`src/rtl/instr_fetch_unit_if.sv`:
```
// Fetch-unit bus bundle: instruction-memory request/response channel, redirect
// input and the instruction stream toward the core.
interface instr_fetch_unit_if;
    logic        imem_req_valid;
    logic        imem_req_ready;
    logic [31:0] imem_req_addr;
    logic        imem_rsp_valid;
    logic [31:0] imem_rsp_data;
    logic        redirect_valid;
    logic [31:0] redirect_pc;
    logic        instr_valid;
    logic        instr_ready;
    logic [31:0] instruction;
    logic [31:0] instr_pc;

    modport master (
        output imem_req_valid, imem_req_addr, instr_valid, instruction, instr_pc,
        input  imem_req_ready, imem_rsp_valid, imem_rsp_data,
        input  redirect_valid, redirect_pc, instr_ready
    );

    modport slave (
        input  imem_req_valid, imem_req_addr, instr_valid, instruction, instr_pc,
        output imem_req_ready, imem_rsp_valid, imem_rsp_data,
        output redirect_valid, redirect_pc, instr_ready
    );
endinterface

```
`src/rtl/instr_fetch_unit.sv`:
```
// Fetch stage: owns the fetch PC, issues credit-limited word reads, buffers responses
// in order and handles redirects. Define FETCH_PERF_EN for pop/stall perf counters.
//
// state | meaning
// FETCH | issuing requests, pushing responses into the FIFO
// DRAIN | discarding responses still in flight from before a redirect
module instr_fetch_unit #(
    parameter logic [31:0] RESET_PC    = 32'h0000_0000,
    parameter int          FETCH_DEPTH = 2
) (
    input  logic               clk,
    input  logic               reset,
    instr_fetch_unit_if.master bus
`ifdef FETCH_PERF_EN
    ,
    output logic [31:0]        perf_fetch_cnt,
    output logic [31:0]        perf_stall_cnt
`endif
);
    localparam int            AW      = $clog2(FETCH_DEPTH);
    localparam int            CW      = AW + 1;
    localparam logic [CW:0]   DEPTH_C = (CW+1)'(FETCH_DEPTH);

    typedef enum logic {FETCH, DRAIN} state_e;

    state_e          state_q, state_d;
    logic [31:0]     pc_q, pc_d, rsp_pc_q, rsp_pc_d;
    logic [CW-1:0]   count_q, count_d, out_q, out_d, drop_q, drop_d;
    logic [AW-1:0]   wr_ptr_q, wr_ptr_d, rd_ptr_q, rd_ptr_d;
    logic            req_valid_q, req_valid_d;
    logic [31:0]     fifo_instr_q [FETCH_DEPTH];
    logic [31:0]     fifo_pc_q    [FETCH_DEPTH];
    logic            req_fire, rsp_fire, push, pop;
    logic            unused_rpc_bits;

    assign unused_rpc_bits = ^bus.redirect_pc[1:0];

    always_comb begin
        req_fire    = req_valid_q & bus.imem_req_ready;
        rsp_fire    = bus.imem_rsp_valid;
        pop         = (count_q != '0) & bus.instr_ready;
        push        = (state_q == FETCH) & rsp_fire & ~bus.redirect_valid;
        state_d     = state_q;
        pc_d        = pc_q;
        rsp_pc_d    = rsp_pc_q;
        count_d     = count_q;
        drop_d      = drop_q;
        wr_ptr_d    = wr_ptr_q;
        rd_ptr_d    = rd_ptr_q;
        out_d       = out_q + CW'(req_fire) - CW'(rsp_fire);
        if (req_fire)
            pc_d = pc_q + 32'd4;
        if (bus.redirect_valid) begin
            // Everything still in flight after this edge belongs to the old stream.
            pc_d     = {bus.redirect_pc[31:2], 2'b00};
            rsp_pc_d = pc_d;
            count_d  = '0;
            wr_ptr_d = '0;
            rd_ptr_d = '0;
            drop_d   = out_d;
            state_d  = (out_d != '0) ? DRAIN : FETCH;
        end else begin
            if (state_q == DRAIN) begin
                drop_d = drop_q - CW'(rsp_fire);
                if (drop_d == '0)
                    state_d = FETCH;
            end
            if (push) begin
                wr_ptr_d = wr_ptr_q + AW'(1);
                rsp_pc_d = rsp_pc_q + 32'd4;
            end
            if (pop)
                rd_ptr_d = rd_ptr_q + AW'(1);
            count_d = count_q + CW'(push) - CW'(pop);
        end
        req_valid_d = (state_d == FETCH) && (({1'b0, count_d} + {1'b0, out_d}) < DEPTH_C);
    end

    always_ff @(posedge clk or posedge reset) begin
        if (reset) begin
            state_q     <= FETCH;
            pc_q        <= RESET_PC;
            rsp_pc_q    <= RESET_PC;
            count_q     <= '0;
            out_q       <= '0;
            drop_q      <= '0;
            wr_ptr_q    <= '0;
            rd_ptr_q    <= '0;
            req_valid_q <= 1'b0;
            for (int i = 0; i < FETCH_DEPTH; i++) begin
                fifo_instr_q[i] <= '0;
                fifo_pc_q[i]    <= '0;
            end
        end else begin
            state_q     <= state_d;
            pc_q        <= pc_d;
            rsp_pc_q    <= rsp_pc_d;
            count_q     <= count_d;
            out_q       <= out_d;
            drop_q      <= drop_d;
            wr_ptr_q    <= wr_ptr_d;
            rd_ptr_q    <= rd_ptr_d;
            req_valid_q <= req_valid_d;
            if (push) begin
                fifo_instr_q[wr_ptr_q] <= bus.imem_rsp_data;
                fifo_pc_q[wr_ptr_q]    <= rsp_pc_q;
            end
        end
    end

    assign bus.imem_req_valid = req_valid_q;
    assign bus.imem_req_addr  = pc_q;
    assign bus.instr_valid    = (count_q != '0);
    assign bus.instruction    = fifo_instr_q[rd_ptr_q];
    assign bus.instr_pc       = fifo_pc_q[rd_ptr_q];

    // The credit check reserves a FIFO slot for every request in flight.
    a_no_overflow: assert property (@(posedge clk) disable iff (reset)
        !(push && ({1'b0, count_q} == DEPTH_C)));

`ifdef FETCH_PERF_EN
    always_ff @(posedge clk or posedge reset) begin
        if (reset) begin
            perf_fetch_cnt <= '0;
            perf_stall_cnt <= '0;
        end else begin
            if (bus.instr_valid && bus.instr_ready)
                perf_fetch_cnt <= perf_fetch_cnt + 32'd1;
            if (!bus.instr_valid && bus.instr_ready)
                perf_stall_cnt <= perf_stall_cnt + 32'd1;
        end
    end
`endif
endmodule

```
`src/flat_wrapper.sv`:
```
// flat-port wrapper written by rule: the top's interface ports become plain ports
module instr_fetch_unit_flat 
#(
    parameter logic [31:0] RESET_PC    = 32'h0000_0000,
    parameter int          FETCH_DEPTH = 2
)
  (clk, reset, bus_imem_req_valid, bus_imem_req_addr, bus_instr_valid, bus_instruction, bus_instr_pc, bus_imem_req_ready, bus_imem_rsp_valid, bus_imem_rsp_data, bus_redirect_valid, bus_redirect_pc, bus_instr_ready);
  instr_fetch_unit_if bus_i ();
  input  logic clk;
  input  logic reset;
  output wire logic [$bits(bus_i.imem_req_valid)-1:0] bus_imem_req_valid;
  output wire logic [$bits(bus_i.imem_req_addr)-1:0] bus_imem_req_addr;
  output wire logic [$bits(bus_i.instr_valid)-1:0] bus_instr_valid;
  output wire logic [$bits(bus_i.instruction)-1:0] bus_instruction;
  output wire logic [$bits(bus_i.instr_pc)-1:0] bus_instr_pc;
  input wire logic [$bits(bus_i.imem_req_ready)-1:0] bus_imem_req_ready;
  input wire logic [$bits(bus_i.imem_rsp_valid)-1:0] bus_imem_rsp_valid;
  input wire logic [$bits(bus_i.imem_rsp_data)-1:0] bus_imem_rsp_data;
  input wire logic [$bits(bus_i.redirect_valid)-1:0] bus_redirect_valid;
  input wire logic [$bits(bus_i.redirect_pc)-1:0] bus_redirect_pc;
  input wire logic [$bits(bus_i.instr_ready)-1:0] bus_instr_ready;
  assign bus_imem_req_valid = bus_i.imem_req_valid;
  assign bus_imem_req_addr = bus_i.imem_req_addr;
  assign bus_instr_valid = bus_i.instr_valid;
  assign bus_instruction = bus_i.instruction;
  assign bus_instr_pc = bus_i.instr_pc;
  assign bus_i.imem_req_ready = bus_imem_req_ready;
  assign bus_i.imem_rsp_valid = bus_imem_rsp_valid;
  assign bus_i.imem_rsp_data = bus_imem_rsp_data;
  assign bus_i.redirect_valid = bus_redirect_valid;
  assign bus_i.redirect_pc = bus_redirect_pc;
  assign bus_i.instr_ready = bus_instr_ready;
  instr_fetch_unit #(.RESET_PC(RESET_PC), .FETCH_DEPTH(FETCH_DEPTH)) u_core (.clk(clk), .reset(reset), .bus(bus_i));
endmodule
```
`config.mk`:
```
export PLATFORM = sky130hd
export DESIGN_NAME = instr_fetch_unit_flat
export DESIGN_NICKNAME = d
export VERILOG_FILES = /design/src/rtl/instr_fetch_unit_if.sv /design/src/rtl/instr_fetch_unit.sv /design/src/flat_wrapper.sv
export SDC_FILE = /design/constraint.sdc
export NUM_CORES = 1
export LEC_CHECK = 0
export ABC_AREA = 1
export ABC_CLOCK_PERIOD_IN_PS = 8290
export CAP_MARGIN = 20
export CORE_ASPECT_RATIO = 1.75
export CORE_MARGIN = 2
export CORE_UTILIZATION = 40
export DETAILED_ROUTE_END_ITERATION = 8
export GPL_TIMING_DRIVEN = 0
export PLACE_DENSITY = 0.69
export SETUP_SLACK_MARGIN = 0.05
export SYNTH_ARGS = -nofsm -noshare
export SYNTH_HDL_FRONTEND = slang
export SYNTH_SLANG_ARGS = --single-unit
```
`constraint.sdc`:
```
create_clock -name clk -period 8.29 [get_ports clk]
set_input_delay 1.658 -clock clk [delete_from_list [all_inputs] [get_ports clk]]
set_output_delay 1.658 -clock clk [all_outputs]
set_load 0.03 [all_outputs]
```
==> summary.md, run 1 <==
| Metric | Value |
|---|---|
| Crit path cell chain | `clkbuf_1 > inv_2 > clkbuf_1 > nand2_1 > nand2_1 > clkdlybuf4s50_1` |
| MaxCap Viol Count | `0` |
| Routed wire per std cell | `approximately 16 um` |
| TritonRoute pass-1 iters | `5` |
| Largest net degree at the start of global routing | `~120` |
| Crit path required time | `between 6 and 7 ns` |
| Max Slew Vio Count | `0` |
| Register bit count reported by yosys | `194` |
| Final core occ | `about half` |
| Cts hold-fix bufs | `0` |
| Top cell type by total area after synthesis | `dfrtp_1` |
| Clock sink count | `roughly 190` |
| Post-CTS setup buffers | `0` |
| Worst-Skew Late Latency | `between 0.4 and 0.5 ns` |
| Synth warn | `0` |
| Top cells by area, synth | `dfrtp_1 (48%), nand2_1 (20%), o21ai_0 (6.1%)` |
| Area delta synth->final | `26.22%` |
| DR WL met2 | `between 15000 and 20000 um` |
| Die width | `123.6 um` |
| Total vias in the final route | `between 9000 and 10000` |
| Crit end category | `primary output` |
| H-tree lvl count | `4` |
| Setup Crit Path Kind | `flip-flop to primary output` |
| Clk root buf | `clkbuf_16` |
| Worst setup SP type | `flip-flop` |
| Cell Rows | `between 70 and 80` |
| Rel. slew slack | `a little under three fifths` |
| Antenna viol nets, final | `0` |
| Crit path max-delay family | `buffers and inverters` |
| CP endpoint | `bus_instr_pc[10]` |
| Seq/Total Area, Yosys | `between 40% and 50%` |
| Syn avg cell area | `roughly 7.6 um^2` |
| Top Layer Used | `met4` |
| Die Area | `~26000 um^2` |
| Vias in the first global route | `between 9000 and 10000` |
| Overflow after GRT | `0` |
| GPL Wtd Cong | `approximately 0.95` |
| Number of DRC markers in iteration 0 | `~540` |
| WL final | `29620 um` |
| Resize count post-CTS | `0` |
| Cells after Synth | `between 1000 and 1500` |
| DRC | `0` |
| Diodes inserted | `0` |
| Met1 WL | `11200 um` |
| CTS tree | `built` |
| Layout cells sized above 1 | `7.288%` |
| Worst Tran Pin Value | `0.6659 ns` |
| Post-Place Cells | `between 1500 and 2000` |
| Min cycle time layout | `around 4.4 ns` |
| Leakage power | `about 0.0060 uW` |
| Setup WS pre-CTS | `between 3 and 4 ns` |
| Clock transition at the registers of the reported paths | `0.07 ns` |
| I/O Buffers | `160` |
| Buf/Inv on CP | `4` |
| Unrepaired setup endpoints after global routing | `false` |
| CTS max path bufs | `2` |
| CP max stage cell | `clkdlybuf4s50_1` |
| Via density per instance | `about 5` |
| WP depth | `6` |
| Gr usage total | `between 20% and 30%` |
| Initial antenna violation count | `0` |
| IO Count | `168` |
| Worst setup margin | `slightly below 4 ns` |
| Final period util | `a little over half` |
| Die Y | `approximately 210 um` |
| Post-route cell area | `12650 um^2` |
| Setup violations, final | `0` |
| Hold/Removal Path Class | `flip-flop to flip-flop` |
| Hold Fails Final Rpt | `0` |
| First-pass GRT wire length | `around 47000 um` |
| Core ar. | `between 20000 and 25000 um^2` |
| Status | `completed` |
| Pwr dens | `about 320 nW/um^2` |
| Post-synth top area share | `between 40 and 50%` |
| Unique masters post-synth | `44` |
| Worst Clk Skew | `approximately 0.011 ns` |
| Starting Density | `~41%` |
| Placed Area | `12060 um^2` |
| R2r setup slk | `around 5.5 ns` |
| Critical-path maximum fanout | `10` |
| Final nets | `1588` |
| Routed wl met3 | `1084 um` |
| CP Launch Point | `u_core.rd_ptr_q$_DFFE_PP0P_` |
| Peak Freq | `0.2291 GHz` |
| CP peak stage delay | `roughly 0.7 ns` |
| Arr. time, crit path | `between 2 and 3 ns` |
| Fin cells | `about 1800` |
| Worst-case reg-to-reg path depth | `9` |
| DP Wirelength | `22700 um` |
| Mapped cell area | `10020 um^2` |
| VDD IR max | `between 150 and 200 uV` |
| Reg2reg start | `u_core.state_q$_DFF_PP0_` |
| CTS buffer count | `17` |
| Critical R2R Capture | `u_core.bus.imem_req_valid$_DFF_PP0_` |
logic make-up after synthesis:
family | count (synthesis) | synth area share (%)
xor+xnor | 22 | 1.923
simple gates | 702 | 29.38
other cells | 1 | 0.03743
fa+ha+maj | 8 | 1.074
buf+inv | 190 | 7.667
compound gates | 210 | 11.46
flops | 194 | 48.45
layout by cell type (no fill, tap or decap), drive strengths merged, types with 2 or more instances in the layout:
master | Yosys | final
o221ai | 5 | 5
bufinv | 0 | 2
clkbuf | 27 | 49
dfrtp | 194 | 194
conb | 1 | 4
nor2 | 88 | 88
o211ai | 14 | 14
nand3 | 49 | 49
nand3b | 2 | 2
o21bai | 7 | 7
inv | 134 | 136
or2 | 3 | 3
nand4 | 10 | 10
o21ai | 163 | 163
nand2 | 538 | 538
clkinv | 0 | 5
a31oi | 2 | 2
a21oi | 12 | 12
xnor2 | 4 | 4
and2 | 2 | 2
clkdlybuf4s50 | 0 | 160
xor2 | 18 | 18
nor3 | 9 | 9
ha | 7 | 7
buf | 29 | 30
per-stage QoR:
step | hold WS [ns] | TNS, ns | power [uW]
6_report | 0.4841 | 0 | 3987
5_1_grt | 0.5104 | 0 | 4250
4_1_cts | 0.4895 | 0 | 4022
3_5_place_dp | 0.4723 | 0 | 3181
3_3_place_gp | 0.4652 | -224.21 | 3134
2_1_floorplan | 0.4529 | 0 | 2505
layer usage:
layer / vias to the layer above / global-route usage (%)
li1: 4541 / -
met3: 90 / 3.298
met1: 4321 / 25.20
met5: - / 0
met4: 0 / 14.03
met2: 261 / 42.23
worst min-delay path by stage:
stage,startpoint,to,slack [ns],cells after the start
finish,u_core.fifo_pc_q[42]$_DFFE_PP0P_,u_core.fifo_pc_q[42]$_DFFE_PP0P_,0.48,2
global route,u_core.fifo_pc_q[35]$_DFFE_PP0P_,u_core.fifo_pc_q[35]$_DFFE_PP0P_,0.51,2
floorplan,u_core.fifo_instr_q[30]$_DFFE_PP0P_,u_core.fifo_instr_q[30]$_DFFE_PP0P_,0.45,2
detailed placement,u_core.fifo_pc_q[14]$_DFFE_PP0P_,u_core.fifo_pc_q[14]$_DFFE_PP0P_,0.47,2
global placement,u_core.fifo_instr_q[41]$_DFFE_PP0P_,u_core.fifo_instr_q[41]$_DFFE_PP0P_,0.47,2
CTS,u_core.fifo_pc_q[25]$_DFFE_PP0P_,u_core.fifo_pc_q[25]$_DFFE_PP0P_,0.49,2
power breakdown:
part           internal (uW)  leakage, uW  switching [uW]  total (uW)
registers               1280      0.00245             207        1480
clock network            464     0.000285             371         835
logic                    644      0.00329            1030        1670
worst register-to-register path: cells and delay by family (launching register included):
family | cells | cell delay (ns)
adders and majority gates | 2 | 0.77
buffers and inverters | 2 | 0.63
DFF | 1 | 0.37
and+or+nand+nor | 5 | 0.90
registers in the layout (all words and copies together), names as in the netlist:
signal                     cells
u_core.count_q                 2
u_core.rsp_pc_q               30
u_core.wr_ptr_q                1
u_core.drop_q                  2
u_core.out_q                   2
u_core.bus.imem_req_addr      30
u_core.fifo_pc_q              60
u_core.fifo_instr_q           64
u_core.bus.imem_req_valid      1
u_core.rd_ptr_q                1
u_core.state_q                 1
cell usage after synthesis (all sizes together):
| library cell | number |
|---|---|
| o311ai | 1 |
| fa | 1 |
| o21ai | 163 |
| nand4 | 10 |
| dfrtp | 194 |
| a31oi | 2 |
| and2 | 2 |
| a21oi | 12 |
| or2 | 3 |
| o211ai | 14 |
| xnor2 | 4 |
| o22ai | 1 |
| buf | 29 |
| nor3 | 9 |
| nand3 | 49 |
| a22oi | 1 |
| nand3b | 2 |
| and3 | 1 |
| clkbuf | 27 |
| o21bai | 7 |
| inv | 134 |
| a32o | 1 |
| ha | 7 |
| conb | 1 |
| xor2 | 18 |
| a21o | 1 |
| a211oi | 1 |
| nand2 | 538 |
| o221ai | 5 |
| nor2 | 88 |
| o31ai | 1 |
layout make-up:
cell class | instances | area (um^2)
multi-input combinational | 946 | 4408
clock buffer | 22 | 464.2
sequential | 194 | 4855
buffer | 56 | 265.3
tap | 312 | 390.4
timing repair buffer | 161 | 1629
inverter | 134 | 510.5
clock inverter | 10 | 125.1
fill | 2414 | 11980
(Power assumes the default switching activity.)
==> run 2: changes to the inputs <==
- ABC_CLOCK_PERIOD_IN_PS: 8290 -> 4280
- clock period: 8.29 -> 4.28 ns (I/O delays scaled with it)
==> run 2 against run 1 <==
Net effect: setup slack worse by 3.2 ns; cell count increased by 0.11%; flip-flop and latch count unchanged; non-clock buffer count increased by 3; sequential share of layout area hardly changed; global-route usage rose by 0.26 points; largest cell class unchanged; largest power group unchanged.
==> summary.md, run 2 (synthesized netlist as in run 1, its figures left out) <==
| Metric | Value |
|---|---|
| Worst Hold Launch | `u_core.fifo_instr_q[12]$_DFFE_PP0P_` |
| Setup Crit Path Kind | `flip-flop to primary output` |
| Setup violations, final | `0 (unchanged)` |
| Cell Rows | `76 (unchanged)` |
| Post-CTS setup buffers | `0 (unchanged)` |
| Crit end category | `primary output` |
| Placed Area | `12110 um^2 (+0.40%)` |
| Max reg flops | `64 (unchanged)` |
| Post-route cell area | `12640 um^2 (about the same)` |
| Crit path max-delay family | `buffers and inverters` |
| CP Launch Point | `u_core.rd_ptr_q$_DFFE_PP0P_` |
| Antenna viol nets, final | `0 (unchanged)` |
| Vias in the first global route | `9103 (-1.9%)` |
| Initial antenna violation count | `0 (unchanged)` |
| DRC | `0 (unchanged)` |
| Diodes inserted | `0 (unchanged)` |
| Leakage power | `0.006031 uW (about the same)` |
| Final nets | `1591 (+0.19%)` |
| WL final | `29800 um (+0.59%)` |
| Die Y | `213.4 um (unchanged)` |
| Number of DRC markers in iteration 0 | `683 (+26%)` |
| CTS buffer count | `17 (unchanged)` |
| Layout cells sized above 1 | `7.541% (+0.25 points)` |
| Worst-Skew Late Latency | `0.44 ns (about the same)` |
| Crit path required time | `3.42 ns (-3.21 ns)` |
| Buf/Inv on CP | `4 (unchanged)` |
| Reg2reg start | `u_core.state_q$_DFF_PP0_` |
| Largest net degree at the start of global routing | `44 (-63%)` |
| Total vias in the final route | `9290 (+0.84%)` |
| I/O Buffers | `160 (unchanged)` |
| Core ar. | `24630 um^2 (unchanged)` |
| Met1 usage | `26.63% (+1.4 points)` |
| M2 GR Usage | `42.42% (+0.19 points)` |
| Final core occ | `51.31% (about the same)` |
| Peak Freq | `about 0.28 GHz` |
| Top Registers | `u_core.fifo_instr_q: 64 flops, u_core.fifo_pc_q: 60 flops` |
| DP Wirelength | `22920 um (+0.97%)` |
| Commonest non-fill, non-tap cell in the layout | `nand2_1` |
| Largest register by flop count | `u_core.fifo_instr_q` |
| VDD IR max | `252.2 uV (+56%)` |
| Arr. time, crit path | `2.70 ns (about the same)` |
| Most frequent cells in the layout | `nand2_1 (525), dfrtp_1 (194), clkdlybuf4s50_1 (160), inv_1 (123), o21ai_0 (122)` |
| Global route hottest layer | `met2` |
| Final period util | `between 80% and 90%` |
| Cts hold-fix bufs | `0 (unchanged)` |
| Die width | `123.6 um (unchanged)` |
| Clock transition at the registers of the reported paths | `0.07 ns (about the same)` |
| Clk root buf | `clkbuf_16` |
| Register area | `4855 um^2 (unchanged)` |
| Hold/Removal Path Class | `flip-flop to flip-flop` |
| Clock sink count | `194 (unchanged)` |
| Critical-path maximum fanout | `10 (unchanged)` |
| Via density per instance | `5.057 (+0.73%)` |
| CTS max path bufs | `2 (unchanged)` |
| Resize count post-CTS | `0 (unchanged)` |
| Gr usage total | `23.57% (+0.26 points)` |
| Worst Tran Pin Value | `0.8705 ns (+0.2046 ns)` |
| IO Count | `168 (unchanged)` |
| Overflow after GRT | `0 (unchanged)` |
| CP max stage cell | `clkdlybuf4s50_1` |
| MaxCap Viol Count | `0 (unchanged)` |
| CP peak stage delay | `0.69 ns (about the same)` |
| GPL Wtd Cong | `0.9200 (-2.8%)` |
| Worst Clk Skew | `0.006820 ns (-0.004507 ns)` |
| Die Area | `26380 um^2 (unchanged)` |
| Rel. slew slack | `41.84% (-14 points)` |
| Max Slew Vio Count | `0 (unchanged)` |
| Unrepaired setup endpoints after global routing | `false` |
| Status | `completed` |
| Hold Fails Final Rpt | `0 (unchanged)` |
| TritonRoute pass-1 iters | `8 (+3)` |
| Worst setup SP type | `flip-flop` |
| H-tree lvl count | `4 (unchanged)` |
| Crit path cell chain | `clkbuf_1 > inv_2 > clkbuf_1 > nand2_1 > nand2_1 > clkdlybuf4s50_1` |
| Setup TNS | `0 ns (unchanged)` |
| Multi-input logic area | `4408 um^2 (unchanged)` |
| Worst hold slack | `0.4835 ns (-0.0005800 ns)` |
| Pwr dens | `600.9 nW/um^2 (+91%)` |
| Routed wire per std cell | `16.22 um (+0.48%)` |
| CTS tree | `built` |
| Min cycle time layout | `around 3.6 ns` |
| Area delta synth->final | `26.12% (about the same)` |
| Fill cell count | `2445 (+1.3%)` |
| Starting Density | `40.68% (unchanged)` |
| First-pass GRT wire length | `47400 um (+1.2%)` |
| M3 GR Usage | `3.404% (+0.11 points)` |
| R2r setup slk | `1.46 ns (-4.08 ns)` |
## run 2: cell types whose count changed in the layout (fill, tap and decap cells not counted)
cell,previous run,this run
clkinv_4,4,1
clkinv_2,1,7
buf_12,0,4
clkbuf_8,3,4
inv_8,1,0
buf_16,1,0
inv_6,2,1
clkbuf_1,29,27
bufinv_16,2,0
clkinvlp_4,1,2
## run 2: per-stage QoR
| stage | worst slack (ns) | instances | power [uW] |
|---|---|---|---|
| 4_1_cts | 0.6355 | 1837 | 7652 |
| 3_5_place_dp | 0.5434 | 1806 | 6157 |
| 6_report | 0.7222 | 1837 | 7593 |
| 5_1_grt | 0.5110 | 1837 | 8105 |
| 2_1_floorplan | 0.9196 | 1330 | 4852 |
| 3_3_place_gp | -0.6347 | 1802 | 6072 |
## run 2: worst paths after layout
path,end,depth (start not counted)
worst max-delay path,bus_instr_pc[12],6
worst min-delay path,u_core.fifo_instr_q[12]$_DFFE_PP0P_,2
max in group asynchronous,u_core.fifo_instr_q[35]$_DFFE_PP0P_,4
worst max register to register,u_core.bus.imem_req_valid$_DFF_PP0_,10
worst min register to register,u_core.fifo_instr_q[12]$_DFFE_PP0P_,2
min in group asynchronous,u_core.fifo_instr_q[26]$_DFFE_PP0P_,2
## run 2: layer usage
metal  vias up  routed length (um)
met5         -                   0
li1       4542                   -
met2       276               15870
met1      4406               11470
met4         0                1326
met3        66                1135
## run 2: power by group
group / switching [uW] / internal, uW / total [uW]
Sequential: 404 / 2470 / 2880
Combinational: 1980 / 1250 / 3230
Clock: 703 / 782 / 1490
Total: 3090 / 4510 / 7590
## run 2: final cells by class
| class | count | area share, % |
|---|---|---|
| flip-flops and latches | 194 | 38.42 |
| multi-input cells | 946 | 34.88 |
| repair buffers | 164 | 13.31 |
| inverters | 134 | 4.010 |
| clock buffers | 21 | 3.723 |
| well taps | 312 | 3.089 |
| plain buffers | 56 | 2.099 |
| clock inverters | 10 | 0.4752 |
## run 2: tightest hold or removal path: stages, from the launching register on
cell     delay [ns]
dfrtp_1        0.34
nand2_1        0.05
o21ai_0        0.06
==> run 3: changes to the inputs <==
- ABC_CLOCK_PERIOD_IN_PS: 4280 -> 3230
- PLACE_DENSITY: 0.69 -> 0.71
- clock period: 4.28 -> 3.23 ns (I/O delays scaled with it)
==> run 3 against run 2 <==
Net effect: largest cell class unchanged; sequential power rose by 32%; clock skew increased by 0.0017 ns; wire length decreased by 0.55%.
==> summary.md, run 3 (synthesized netlist as in run 1, its figures left out) <==
| Metric | Value |
|---|---|
| CP Launch Point | `u_core.rd_ptr_q$_DFFE_PP0P_` |
| Number of DRC markers in iteration 0 | `580 (-15%)` |
| WL final | `29630 um (-0.55%)` |
| Arr. time, crit path | `2.35 ns (-0.35 ns)` |
| CP peak stage delay | `0.66 ns (-0.03 ns)` |
| Largest register by flop count | `u_core.fifo_instr_q` |
| Unrepaired setup endpoints after global routing | `false` |
| First-pass GRT wire length | `46230 um (-2.5%)` |
| Fill cell count | `2390 (-2.2%)` |
| Min cycle time layout | `2.994 ns` |
| Gr usage total | `22.97% (-0.59 points)` |
| Die Y | `213.4 um (unchanged)` |
| Final nets | `1590 (-0.063%)` |
| Starting Density | `40.68% (unchanged)` |
| Worst Clk Skew | `0.008556 ns (+0.001736 ns)` |
| Via density per instance | `5.061 (about the same)` |
| Max reg flops | `64 (unchanged)` |
| GPL Wtd Cong | `0.9739 (+5.9%)` |
| Setup TNS | `0 ns (unchanged)` |
| Core ar. | `24630 um^2 (unchanged)` |
| CP max stage cell | `clkdlybuf4s50_1` |
| Setup Crit Path Kind | `flip-flop to primary output` |
| CTS buffer count | `17 (unchanged)` |
| Hold/Removal Path Class | `flip-flop to flip-flop` |
| Die Area | `26380 um^2 (unchanged)` |
| I/O Buffers | `160 (unchanged)` |
| Area delta synth->final | `26.65%` |
| TritonRoute pass-1 iters | `5 (-3)` |
| Commonest non-fill, non-tap cell in the layout | `nand2_1` |
| Worst hold slack | `0.4846 ns (+0.001084 ns)` |
| Cts hold-fix bufs | `0 (unchanged)` |
| Status | `completed` |
| Worst Tran Pin Value | `0.6673 ns (-0.2033 ns)` |
| MaxCap Viol Count | `0 (unchanged)` |
| Largest net degree at the start of global routing | `44 (unchanged)` |
| Overflow after GRT | `0 (unchanged)` |
| Clock sink count | `194 (unchanged)` |
| Worst setup margin | `0.2359 ns (-0.4863 ns)` |
| Total vias in the final route | `9297 (+0.075%)` |
| Die width | `123.6 um (unchanged)` |
| Worst setup SP type | `flip-flop` |
| Pwr dens | `799.1 nW/um^2 (+33%)` |
| Crit path cell chain | `clkbuf_1 > nand2_1 > nand2_1 > clkdlybuf4s50_1` |
| DRC | `0 (unchanged)` |
| Peak Freq | `0.3340 GHz` |
| Rel. slew slack | `55.52% (+14 points)` |
| CTS tree | `built` |
| Clock transition at the registers of the reported paths | `0.07 ns (about the same)` |
| Worst Hold Launch | `u_core.fifo_pc_q[42]$_DFFE_PP0P_` |
| Top Registers | `u_core.fifo_instr_q: 64 flops, u_core.fifo_pc_q: 60 flops` |
| H-tree lvl count | `4 (unchanged)` |
| Routed wire per std cell | `16.13 um (-0.55%)` |
| Vias in the first global route | `9017 (-0.94%)` |
| Clk root buf | `clkbuf_16` |
| Setup violations, final | `0 (unchanged)` |
| Leakage power | `0.006070 uW (+0.65%)` |
| Crit end category | `primary output` |
| Initial antenna violation count | `0 (unchanged)` |
| Post-CTS setup buffers | `0 (unchanged)` |
| Antenna viol nets, final | `0 (unchanged)` |
| Worst-Skew Late Latency | `0.44 ns (about the same)` |
| Critical-path maximum fanout | `10 (unchanged)` |
| Max Slew Vio Count | `0 (unchanged)` |
| Most frequent cells in the layout | `nand2_1 (525), dfrtp_1 (194), clkdlybuf4s50_1 (160), inv_1 (123), o21ai_0 (122)` |
| Hold Fails Final Rpt | `0 (unchanged)` |
| Layout cells sized above 1 | `8.328% (+0.79 points)` |
| DP Wirelength | `22690 um (-1.0%)` |
| Final period util | `roughly 90%` |
| Setup WS pre-CTS | `-0.3049 ns (-0.8483 ns)` |
| Diodes inserted | `0 (unchanged)` |
| VDD IR max | `370.8 uV (+47%)` |
| CTS max path bufs | `2 (unchanged)` |
| Crit path required time | `2.58 ns (-0.84 ns)` |
| Cell Rows | `76 (unchanged)` |
| Reg2reg start | `u_core.count_q[1]$_DFF_PP0_` |
| IO Count | `168 (unchanged)` |
| Most common cell type on the critical path | `nand2_1` |
run 3: area by class of cell:
class	count	area, um^2	share of cell area (%)
Sequential cell	194	4855	38.26
Multi-Input combinational cell	946	4408	34.74
Timing Repair Buffer	165	1702	13.41
Inverter	134	509.2	4.013
Clock buffer	20	446.7	3.520
Tap cell	312	390.4	3.076
Buffer	54	271.5	2.140
Clock inverter	12	107.6	0.8480
run 3: worst paths after layout:
path	depth (start not counted)	slack [ns]	endpoint
max in group asynchronous	5	1.51	u_core.fifo_instr_q[3]$_DFFE_PP0P_
setup reg to reg	11	0.63	u_core.bus.imem_req_valid$_DFF_PP0_
hold / removal	2	0.48	u_core.fifo_pc_q[42]$_DFFE_PP0P_
hold reg to reg	2	0.48	u_core.fifo_pc_q[42]$_DFFE_PP0P_
min in group asynchronous	2	0.62	u_core.fifo_instr_q[26]$_DFFE_PP0P_
setup / recovery	4	0.24	bus_instruction[17]
run 3: repair_timing:
action | in CTS | in global routing
resized for setup | 10 | 3
hold endpoints to repair | 0 | 0
endpoints found under the setup margin | 61 | 7
run 3: stage by stage:
step	utilization [%]	instances	instance area [um^2]	total power (uW)
2_1_floorplan	-	1330	10030	6429
6_report	51.52	1837	12690	10140
3_3_place_gp	48.83	1802	12030	8044
5_1_grt	51.52	1837	12690	10790
3_5_place_dp	49.24	1807	12130	8163
4_1_cts	51.52	1838	12690	10220
run 3: layer usage:
| metal | GRT usage, % | part of all wire (%) | vias to the layer above | routed length (um) |
|---|---|---|---|---|
| li1 | - | - | 4544 | - |
| met4 | 11.05 | 4.0 | 0 | 1188 |
| met3 | 3.112 | 4.1 | 62 | 1207 |
| met5 | 0 | 0 | - | 0 |
| met1 | 25.55 | 38 | 4418 | 11170 |
| met2 | 42.29 | 54 | 273 | 16070 |
run 3: worst max-delay path: cells and delay by family (launching register included):
| kind | cells | cell delay, ns |
|---|---|---|
| buf+inv | 2 | 1.10 |
| flops | 1 | 0.61 |
| simple gates | 2 | 0.19 |
run 3: where the power goes:
group	internal (uW)	leakage [uW]	switching [uW]
clock network	1090	0.000267	947
logic	1670	0.00335	2630
registers	3280	0.00245	539
total	6030	0.00607	4110
==> patch (flow settings as in run 2) <==
`FETCH_DEPTH` is set to 2 in 2 places; all go to 4.
--- a/src/rtl/instr_fetch_unit.sv
+++ b/src/rtl/instr_fetch_unit.sv
@@ -6,7 +6,7 @@
 // DRAIN | discarding responses still in flight from before a redirect
 module instr_fetch_unit #(
     parameter logic [31:0] RESET_PC    = 32'h0000_0000,
-    parameter int          FETCH_DEPTH = 2
+    parameter int          FETCH_DEPTH = 4
 ) (
     input  logic               clk,
     input  logic               reset,
--- a/src/flat_wrapper.sv
+++ b/src/flat_wrapper.sv
@@ -2,7 +2,7 @@
 module instr_fetch_unit_flat 
 #(
     parameter logic [31:0] RESET_PC    = 32'h0000_0000,
-    parameter int          FETCH_DEPTH = 2
+    parameter int          FETCH_DEPTH = 4
 )
   (clk, reset, bus_imem_req_valid, bus_imem_req_addr, bus_instr_valid, bus_instruction, bus_instr_pc, bus_imem_req_ready, bus_imem_rsp_valid, bus_imem_rsp_data, bus_redirect_valid, bus_redirect_pc, bus_instr_ready);
   instr_fetch_unit_if bus_i ();
Formal check against the unedited RTL: not equivalent (a bounded check fails within 4 cycles, from zero or initial values and one cycle with reset high).
==> patch against run 2 <==
  * Total power up 58%
  * Combinational power is 47% higher
  * Highest routed layer unchanged
  * Synthesized area is 58% higher
  * Utilization decreased by 1.7 points
  * Setup slack worse by 440 ps
  * First-iteration DRC count rose by 52%
  * Sequential cell count up 129
  * Global-route usage grew 0.93 points
  * Count of clock-buffer cells in the layout is 23 higher
  * Design area increased by 53%
  * Largest power group unchanged
  * Synthesized cell count increased by 47%
  * Wire length up 69%
==> patch: results (changes against run 2) <==
met1 Use GR=27.6% (+0.93 points); Synth Area in XOR/XNOR=0.998% (-0.93 points); Layout Skew=26.9 ps (+20.1 ps); Placement Setup Slack=346 ps (-198 ps); Critical R2R Launch=u_core.count_q[1]; met2 GRT Util=44.7% (+2.3 points); worst hold endpoint=u_core.fifo_instr_q[62]; Worst VDD drop=0.000254 V (+0.59%); post-synthesis sequential area ratio=51.1% (+2.7 points); met2 wire length=26,400 um (+66%); CP startpoint=u_core.rd_ptr_q[0]; status=finished clean; Worst Min Path Start=u_core.fifo_instr_q[62]; Int Power=0.00736 W (+63%); Final Cycle Share=93.5% (+10 points); met1 WL=18,600 um (+63%); relative max-transition margin=55.2% (+13 points); Post-Place Cell Area=18,200 um^2 (+50%); combinational share of power=39.5% (-3.0 points); Post-Route WL=50,400 um (+69%); vias in the first global route=14,500 (+59%); reg2reg setup slack=1280 ps (-180 ps); synth top area cells=dfrtp_1 51%, nand2_1 12%, o21ai_0 7.0%; Lkg Pwr=9.01 nW (+49%); drt pass-1 iters=5 (-3); compound-gate portion of the synthesized area=16.8% (+5.3 points); Total Nets Final=2,246 (+41%); Yosys cell types=38 (-14%); worst-case reg-to-reg path depth=13 (+3); GPL Wtd Cong=0.891 (-3.2%); CTS H-tree lvls=1 (-3); Total GRT Usage=24.5% (+0.93 points); Inserted Clock Buffers=31 (+14); Worst EP arrival=3140 ps (+440 ps); top post-synthesis cells by count=510 x nand2_1, 323 x dfrtp_1, 221 x o21ai_0; Flop pwr share=34.8% (-3.1 points)
-- patch: cell count changes in the layout (fill, tap and decap cells not counted), sizes merged, moves of 4 or more --
cell	before	now
nand3	49	72
nor2	88	215
o22ai	1	63
clkbuf	48	98
o221ai	5	1
buf	33	67
o21ai	163	404
inv	134	148
o21bai	7	2
ha	7	14
nand2	538	530
dfrtp	194	323
bufinv	0	6
-- patch: cell type report --
| class | instances | area [um^2] |
|---|---|---|
| Fill cell | 3697 | 19700 |
| Sequential cell | 323 | 8080 |
| Multi-Input combinational cell | 1374 | 6520 |
| Timing Repair Buffer | 169 | 1790 |
| Clock buffer | 44 | 925 |
| Buffer | 112 | 654 |
| Tap cell | 490 | 613 |
| Inverter | 149 | 563 |
| Clock inverter | 13 | 224 |
-- patch: worst max-delay path, delay by kind of cell (launching register included) --
kind | cells | cell delay, ps
buf+inv | 4 | 1780
compound gates | 1 | 350
flops | 1 | 310
simple gates | 1 | 110
